### config.mk
export PLATFORM = sky130hd
export DESIGN_NAME = data_mem_responder
export DESIGN_NICKNAME = d
export VERILOG_FILES = /design/src/rtl/data_mem_responder_pkg.sv /design/src/rtl/data_mem_responder_array.sv /design/src/rtl/data_mem_responder.sv
export SDC_FILE = /design/constraint.sdc
export NUM_CORES = 2
export LEC_CHECK = 0
export CAP_MARGIN = 20
export CORE_ASPECT_RATIO = 0.5
export CORE_MARGIN = 1.5
export CORE_UTILIZATION = 35
export DETAILED_ROUTE_END_ITERATION = 12
export SLEW_MARGIN = 15
export SYNTH_ARGS = -nofsm -noshare
export SYNTH_HDL_FRONTEND = slang
export SYNTH_SLANG_ARGS = --single-unit
### constraint.sdc
create_clock -name clk -period 12.85 [get_ports clk]
set_input_delay 1.9275 -clock clk [delete_from_list [all_inputs] [get_ports clk]]
set_output_delay 1.9275 -clock clk [all_outputs]
set_load 0.03 [all_outputs]
### src/rtl/data_mem_responder_pkg.sv
// Shared processor package: data-memory word width, default sizing and responder FSM states.
// Latency: n/a (types and constants only).
// Backpressure: n/a.
package data_mem_responder_pkg;

    localparam int DMEM_WORD_W        = 16;
    localparam int DMEM_DEPTH_DEFAULT = 256;
    localparam int DMEM_WAIT_DEFAULT  = 2;

    typedef enum logic [1:0] {
        ST_IDLE = 2'd0,
        ST_WAIT = 2'd1,
        ST_RESP = 2'd2
    } dmem_state_t;

    // Widen a loaded byte to a full word, optionally replicating its sign bit.
    function automatic logic [DMEM_WORD_W-1:0] byte_extend(input logic [7:0] b, input logic sgn);
        return {(sgn ? {8{b[7]}} : 8'h00), b};
    endfunction

endpackage

### src/rtl/data_mem_responder_array.sv
// Word array: synchronous byte-lane write, combinational read, one shared address.
// Latency: read is combinational; a write lands on the clock edge it is enabled for.
// Backpressure: none; the owner decides when to write.
module dmem_array
    import data_mem_responder_pkg::*;
#(
    parameter int  DEPTH = DMEM_DEPTH_DEFAULT,
    localparam int AW    = $clog2(DEPTH)
)(
    input  logic                   clk,
    input  logic [1:0]             be,
    input  logic [AW-1:0]          addr,
    input  logic [DMEM_WORD_W-1:0] wdata,
    output logic [DMEM_WORD_W-1:0] rdata
);

    logic [DMEM_WORD_W-1:0] mem [DEPTH];

    // Per-lane writes; contents survive reset on purpose.
    always_ff @(posedge clk) begin
        if (be[0]) mem[addr][7:0]  <= wdata[7:0];
        if (be[1]) mem[addr][15:8] <= wdata[15:8];
    end

    assign rdata = mem[addr];

endmodule

### src/rtl/data_mem_responder.sv
// MEM-stage data-memory responder: one load/store at a time over a 16-bit word array (byte lanes with DMEM_BYTE_ACCESS_EN).
// Latency: response valid WAIT+1 cycles after the request cycle; next request earliest WAIT+2 cycles later.
// Backpressure: req_ready only in IDLE; response held stable until resp_ready, busy high throughout.
module data_mem_responder
    import data_mem_responder_pkg::*;
#(
    parameter int DEPTH = DMEM_DEPTH_DEFAULT,
    parameter int WAIT  = DMEM_WAIT_DEFAULT
)(
    input  logic                   clk,
    input  logic                   reset,
    input  logic                   req_valid,
    output logic                   req_ready,
    input  logic                   req_we,
    input  logic [15:0]            req_addr,
    input  logic [DMEM_WORD_W-1:0] req_wdata,
    input  logic                   req_byte,
    input  logic                   req_signed,
    output logic                   resp_valid,
    input  logic                   resp_ready,
    output logic [DMEM_WORD_W-1:0] resp_rdata,
    output logic                   resp_err,
    output logic                   busy
);

    localparam int          AW        = $clog2(DEPTH);
    localparam logic [3:0]  WAIT_LOAD = (WAIT > 0) ? 4'(WAIT - 1) : 4'd0;
    localparam logic [15:0] DEPTH_LIM = 16'(DEPTH);

    dmem_state_t state_q, state_d;
    logic [3:0]  cnt_q, cnt_d;
    logic        do_access;

    logic        we_q;
    logic [15:0] addr_q;
    logic [15:0] wdata_q;

    logic        acc_we;
    logic [15:0] acc_addr;
    logic [15:0] acc_wdata;
    logic        oob;
    logic [1:0]  lane_be;
    logic [1:0]  mem_be;
    logic [15:0] mem_wdata;
    logic [15:0] mem_rdata;
    logic [15:0] load_data;

`ifdef DMEM_BYTE_ACCESS_EN
    logic byte_q;
    logic signed_q;
    logic acc_byte;
    logic acc_signed;
`else
    logic unused_byte_ctl;
    assign unused_byte_ctl = ^{req_byte, req_signed, acc_addr[0]};
`endif

    // State and wait counter registers.
    always_ff @(posedge clk or posedge reset) begin
        if (reset) begin
            state_q <= ST_IDLE;
            cnt_q   <= 4'd0;
        end else begin
            state_q <= state_d;
            cnt_q   <= cnt_d;
        end
    end

    // Next state, handshake outputs and the single-cycle access strobe.
    always_comb begin
        state_d    = state_q;
        cnt_d      = cnt_q;
        req_ready  = 1'b0;
        resp_valid = 1'b0;
        busy       = 1'b1;
        do_access  = 1'b0;
        case (state_q)
            ST_IDLE: begin
                req_ready = 1'b1;
                busy      = 1'b0;
                if (req_valid) begin
                    cnt_d = WAIT_LOAD;
                    if (WAIT == 0) begin
                        // No wait states: the access happens on the accept edge itself.
                        do_access = 1'b1;
                        state_d   = ST_RESP;
                    end else begin
                        state_d = ST_WAIT;
                    end
                end
            end
            ST_WAIT: begin
                if (cnt_q == 4'd0) begin
                    do_access = 1'b1;
                    state_d   = ST_RESP;
                end else begin
                    cnt_d = cnt_q - 4'd1;
                end
            end
            ST_RESP: begin
                resp_valid = 1'b1;
                // Returning to IDLE first keeps a new request out of the handshake cycle.
                if (resp_ready) state_d = ST_IDLE;
            end
            default: state_d = ST_IDLE;
        endcase
    end

    // Capture the request on accept; later req_* activity is ignored.
    always_ff @(posedge clk or posedge reset) begin
        if (reset) begin
            we_q     <= 1'b0;
            addr_q   <= 16'd0;
            wdata_q  <= 16'd0;
`ifdef DMEM_BYTE_ACCESS_EN
            byte_q   <= 1'b0;
            signed_q <= 1'b0;
`endif
        end else if (state_q == ST_IDLE && req_valid) begin
            we_q     <= req_we;
            addr_q   <= req_addr;
            wdata_q  <= req_wdata;
`ifdef DMEM_BYTE_ACCESS_EN
            byte_q   <= req_byte;
            signed_q <= req_signed;
`endif
        end
    end

    // In IDLE the only possible access is the zero-wait one, which uses the live request.
    assign acc_we    = (state_q == ST_IDLE) ? req_we    : we_q;
    assign acc_addr  = (state_q == ST_IDLE) ? req_addr  : addr_q;
    assign acc_wdata = (state_q == ST_IDLE) ? req_wdata : wdata_q;
`ifdef DMEM_BYTE_ACCESS_EN
    assign acc_byte   = (state_q == ST_IDLE) ? req_byte   : byte_q;
    assign acc_signed = (state_q == ST_IDLE) ? req_signed : signed_q;
`endif

    assign oob = ({1'b0, acc_addr[15:1]} >= DEPTH_LIM);

    // Byte-lane steering for writes and lane select / extension for reads.
    always_comb begin
        lane_be   = 2'b11;
        mem_wdata = acc_wdata;
        load_data = mem_rdata;
`ifdef DMEM_BYTE_ACCESS_EN
        if (acc_byte) begin
            mem_wdata = {acc_wdata[7:0], acc_wdata[7:0]};
            if (acc_addr[0]) begin
                lane_be   = 2'b10;
                load_data = byte_extend(mem_rdata[15:8], acc_signed);
            end else begin
                lane_be   = 2'b01;
                load_data = byte_extend(mem_rdata[7:0], acc_signed);
            end
        end
`endif
        mem_be = (do_access && acc_we && !oob) ? lane_be : 2'b00;
    end

    dmem_array #(
        .DEPTH (DEPTH)
    ) u_array (
        .clk   (clk),
        .be    (mem_be),
        .addr  (acc_addr[AW:1]),
        .wdata (mem_wdata),
        .rdata (mem_rdata)
    );

    // Response payload is latched once, on the edge entering RESP, and then held.
    always_ff @(posedge clk or posedge reset) begin
        if (reset) begin
            resp_rdata <= 16'd0;
            resp_err   <= 1'b0;
        end else if (do_access) begin
            resp_err   <= oob;
            resp_rdata <= (oob || acc_we) ? 16'd0 : load_data;
        end
    end

endmodule

==> out/results.txt <==
run status: finished clean
root buffer cell: clkbuf_16
post_cts resized: 0
DR pass1 iterations: 8
Worst Path Max Fanout: 118
worst-path cell chain: or2_4, inv_4, buf_4, o21a_4, buf_4, buf_12, o22ai_1, o21ai_0, a41oi_1, nor4_2, o22ai_1, o21ai_1
Crit path arrival time: 7.50 ns
WP depth: 12
drt wl/cell: 29.53 um
largest net degree at the start of global routing: 193
Die W: 932.2 um
DP Wirelength: 242.6 mm
sequential share of the synthesized area: 82.31%
CP Launch Type: flop
Hold Crit Class: reg -> reg
worst hold stages: 1
initial antenna violation count: 15
die area: 435900 um^2
routability congestion estimate: 0.8318
drt via density: 5.891
Skew-Pair Late Insertion Delay: 0.95 ns
number of unique standard cell types used by synthesis: 51
Crit Path Class: reg -> reg
synth warn: 0
commonest cells after routing, fill and taps aside: edfxtp_1, o22ai_1, o21ai_0
Crit. End Element: flop
Setup Viol. Count Final: 0
CTS Buffer Depth: 4
CTS Hold Buffers Added: 0
P&R area growth vs syn: 13.84%
Fmax achieved: 150.9 MHz
Buffers on Ports: 55
FF+latch count, synth: 4151
Initial Utilization: 35.19%
number of buffers created by CTS: 384
worst reg2reg endpoint: resp_rdata[1]
worst hold slack: 0.5053 ns
Worst path max stage delay: 0.99 ns
Die Y: 467.6 um
Post-DP Area: 159900 um^2
Finished Cell Area: 172000 um^2
LEAKAGE: 50.97 nW
Post-synth ARST share: 1.325%
number of synthesized flops with an enable pin: 4096
final WL: 445.3 mm
DR vias: 88820
core area: 429400 um^2
TritonCTS clock tree: done
cells on worst reg2reg path: 12
cell family with the largest share of critical-path delay: compound AO/OA/AOI/OAI gates
remaining routing DRC violations: 0
first-pass GRT wire length: 626.7 mm
Reg2Reg Setup Slack: 6.22 ns
Post-synth top flop: edfxtp_1
DR iter-0 viols: 12430
RSZ-0062 raised after global routing: false
post-place setup slack: 5.509 ns
commonest non-fill, non-tap cell in the layout: edfxtp_1
Hold Vio Cnt, Final: 0
TNS Setup: 0 ns
grt ovf: 0
Final Util: 40.06%
FP Rows: 170
Nets: 9037
Worst Clk Skew: 0.1097 ns
Worst Path Required: 13.72 ns
final period utilization: 51.57%
Post-Syn Nets: 8787
Max-cap violations: 0
syn avg cell area: 17.28 um^2
synthesized area: 151100 um^2
I/O pins: 59
crit path launch: state_q[1]
vias in the first global route: 84820
register area: 124400 um^2
Reg clk slew, reported paths: 0.06 ns
worst flop-to-flop path startpoint: state_q[1]
# clock sinks: 4151
htree depth: 5
Pins Over Slew Limit: 0
Final WS setup: 6.223 ns
Slew @ Worst Pin: 1.371 ns
share of cells above drive strength 1: 11.81%
Cells after Synth: 8747
postcts setup bufs: 0
ANT nets after route: 0
Bufs and invs on worst path: 4
GRT Total Usage: 19.53%
multi-input logic area: 23970 um^2
Max VDD drop: 0.3935 mV
fillers: 38230
cell area power density: 250.4 nW/um^2
slew margin rel.: 8.616%
critical path capture point: resp_rdata[1]
Critical-path top delay cell: nor4_2
Tmin final: 6.627 ns
worst min-delay path by stage:
stage / start / slack (ns) / end
finish: cnt_q[0] / 0.51 / cnt_q[0]
floorplan: cnt_q[0] / 0.46 / cnt_q[0]
CTS: cnt_q[0] / 0.51 / cnt_q[0]
detailed placement: we_q / 0.50 / we_q
global placement: we_q / 0.49 / we_q
global route: cnt_q[0] / 0.53 / cnt_q[0]
metrics by stage:
| step | total power, mW | instances |
|---|---|---|
| 3_3_place_gp | 31.70 | 14360 |
| 3_5_place_dp | 31.96 | 14370 |
| 2_1_floorplan | 26.70 | 8747 |
| 6_report | 43.07 | 15080 |
| 5_1_grt | 44.30 | 15070 |
| 4_1_cts | 42.91 | 15070 |
power by group:
part / internal [mW] / leakage [nW] / switching (mW)
Combinational: 2.88 / 7.44 / 10.9
Clock: 6.16 / 5.88 / 4.97
Sequential: 18.1 / 37.7 / 0.117
Total: 27.1 / 51.0 / 16.0
worst register-to-register path, cell delays in order (launching register included):
cell,delay [ns]
dfrtp_1,0.46
or2_4,0.39
inv_4,0.39
buf_4,0.53
o21a_4,0.79
buf_4,0.67
buf_12,0.57
o22ai_1,0.33
o21ai_0,0.24
a41oi_1,0.51
nor4_2,1.00
o22ai_1,0.45
o21ai_1,0.24
state kept, by name (all words and copies together), names as in the netlist:
register,flops
wdata_q,16
addr_q,15
cnt_q,4
resp_rdata,16
u_array.mem,4096
resp_err,1
state_q,2
we_q,1
cell families after synthesis:
group / after synthesis / synth area share [%]
AND/OR/NAND/NOR: 481 / 1.354
flip-flops: 4151 / 82.31
AO/OA/AOI/OAI: 3425 / 13.92
multiplexers: 33 / 0.2451
adder cells (fa/ha/maj): 1 / 0.008279
buffers and inverters: 654 / 2.149
XOR/XNOR: 2 / 0.01159
synthesized netlist by cell type (2+ instances only):
cell type / count / area, um^2
a21oi_1: 68 / 340.3
a222oi_1: 2 / 20.02
a22oi_1: 128 / 960.9
a41oi_1: 235 / 2058
buf_1: 7 / 26.28
buf_2: 395 / 1977
buf_4: 42 / 315.3
buf_6: 16 / 180.2
clkbuf_1: 180 / 675.7
dfrtp_1: 55 / 1376
edfxtp_1: 4096 / 123000
inv_1: 11 / 41.29
mux2_2: 32 / 360.4
nand2_1: 97 / 364.1
nand2b_1: 16 / 100.1
nand3_1: 39 / 195.2
nand4_1: 10 / 62.56
nor2_1: 270 / 1013
nor3_1: 10 / 50.05
nor3b_1: 2 / 15.01
nor4_1: 27 / 168.9
o2111ai_1: 4 / 35.03
o21a_1: 8 / 60.06
o21a_2: 2 / 17.52
o21ai_0: 939 / 4700
o21ai_1: 58 / 290.3
o21ai_4: 2 / 32.53
o22ai_1: 1926 / 12050
o31a_1: 3 / 26.28
o31ai_1: 5 / 37.54
o41ai_1: 38 / 332.8
or3_1: 3 / 18.77
or4b_1: 2 / 20.02
xor2_1: 2 / 17.52
routing by layer:
metal	track usage [%]	share of wire, %	up-vias
met5	0	0.011	-
met4	7.424	4.0	8
met3	4.267	11	827
met2	30.24	45	4908
met1	27.13	40	45900
li1	-	-	37190
final cells by class:
class / instances / share of cell area, %
Antenna cell: 6 / 0.008728
Multi-Input combinational cell: 3942 / 13.93
Timing Repair Buffer: 506 / 2.546
Sequential cell: 4151 / 72.30
Clock inverter: 222 / 1.115
Clock buffer: 478 / 5.880
Inverter: 12 / 0.02764
Tap cell: 5762 / 4.191
(Power assumes the default switching activity.)
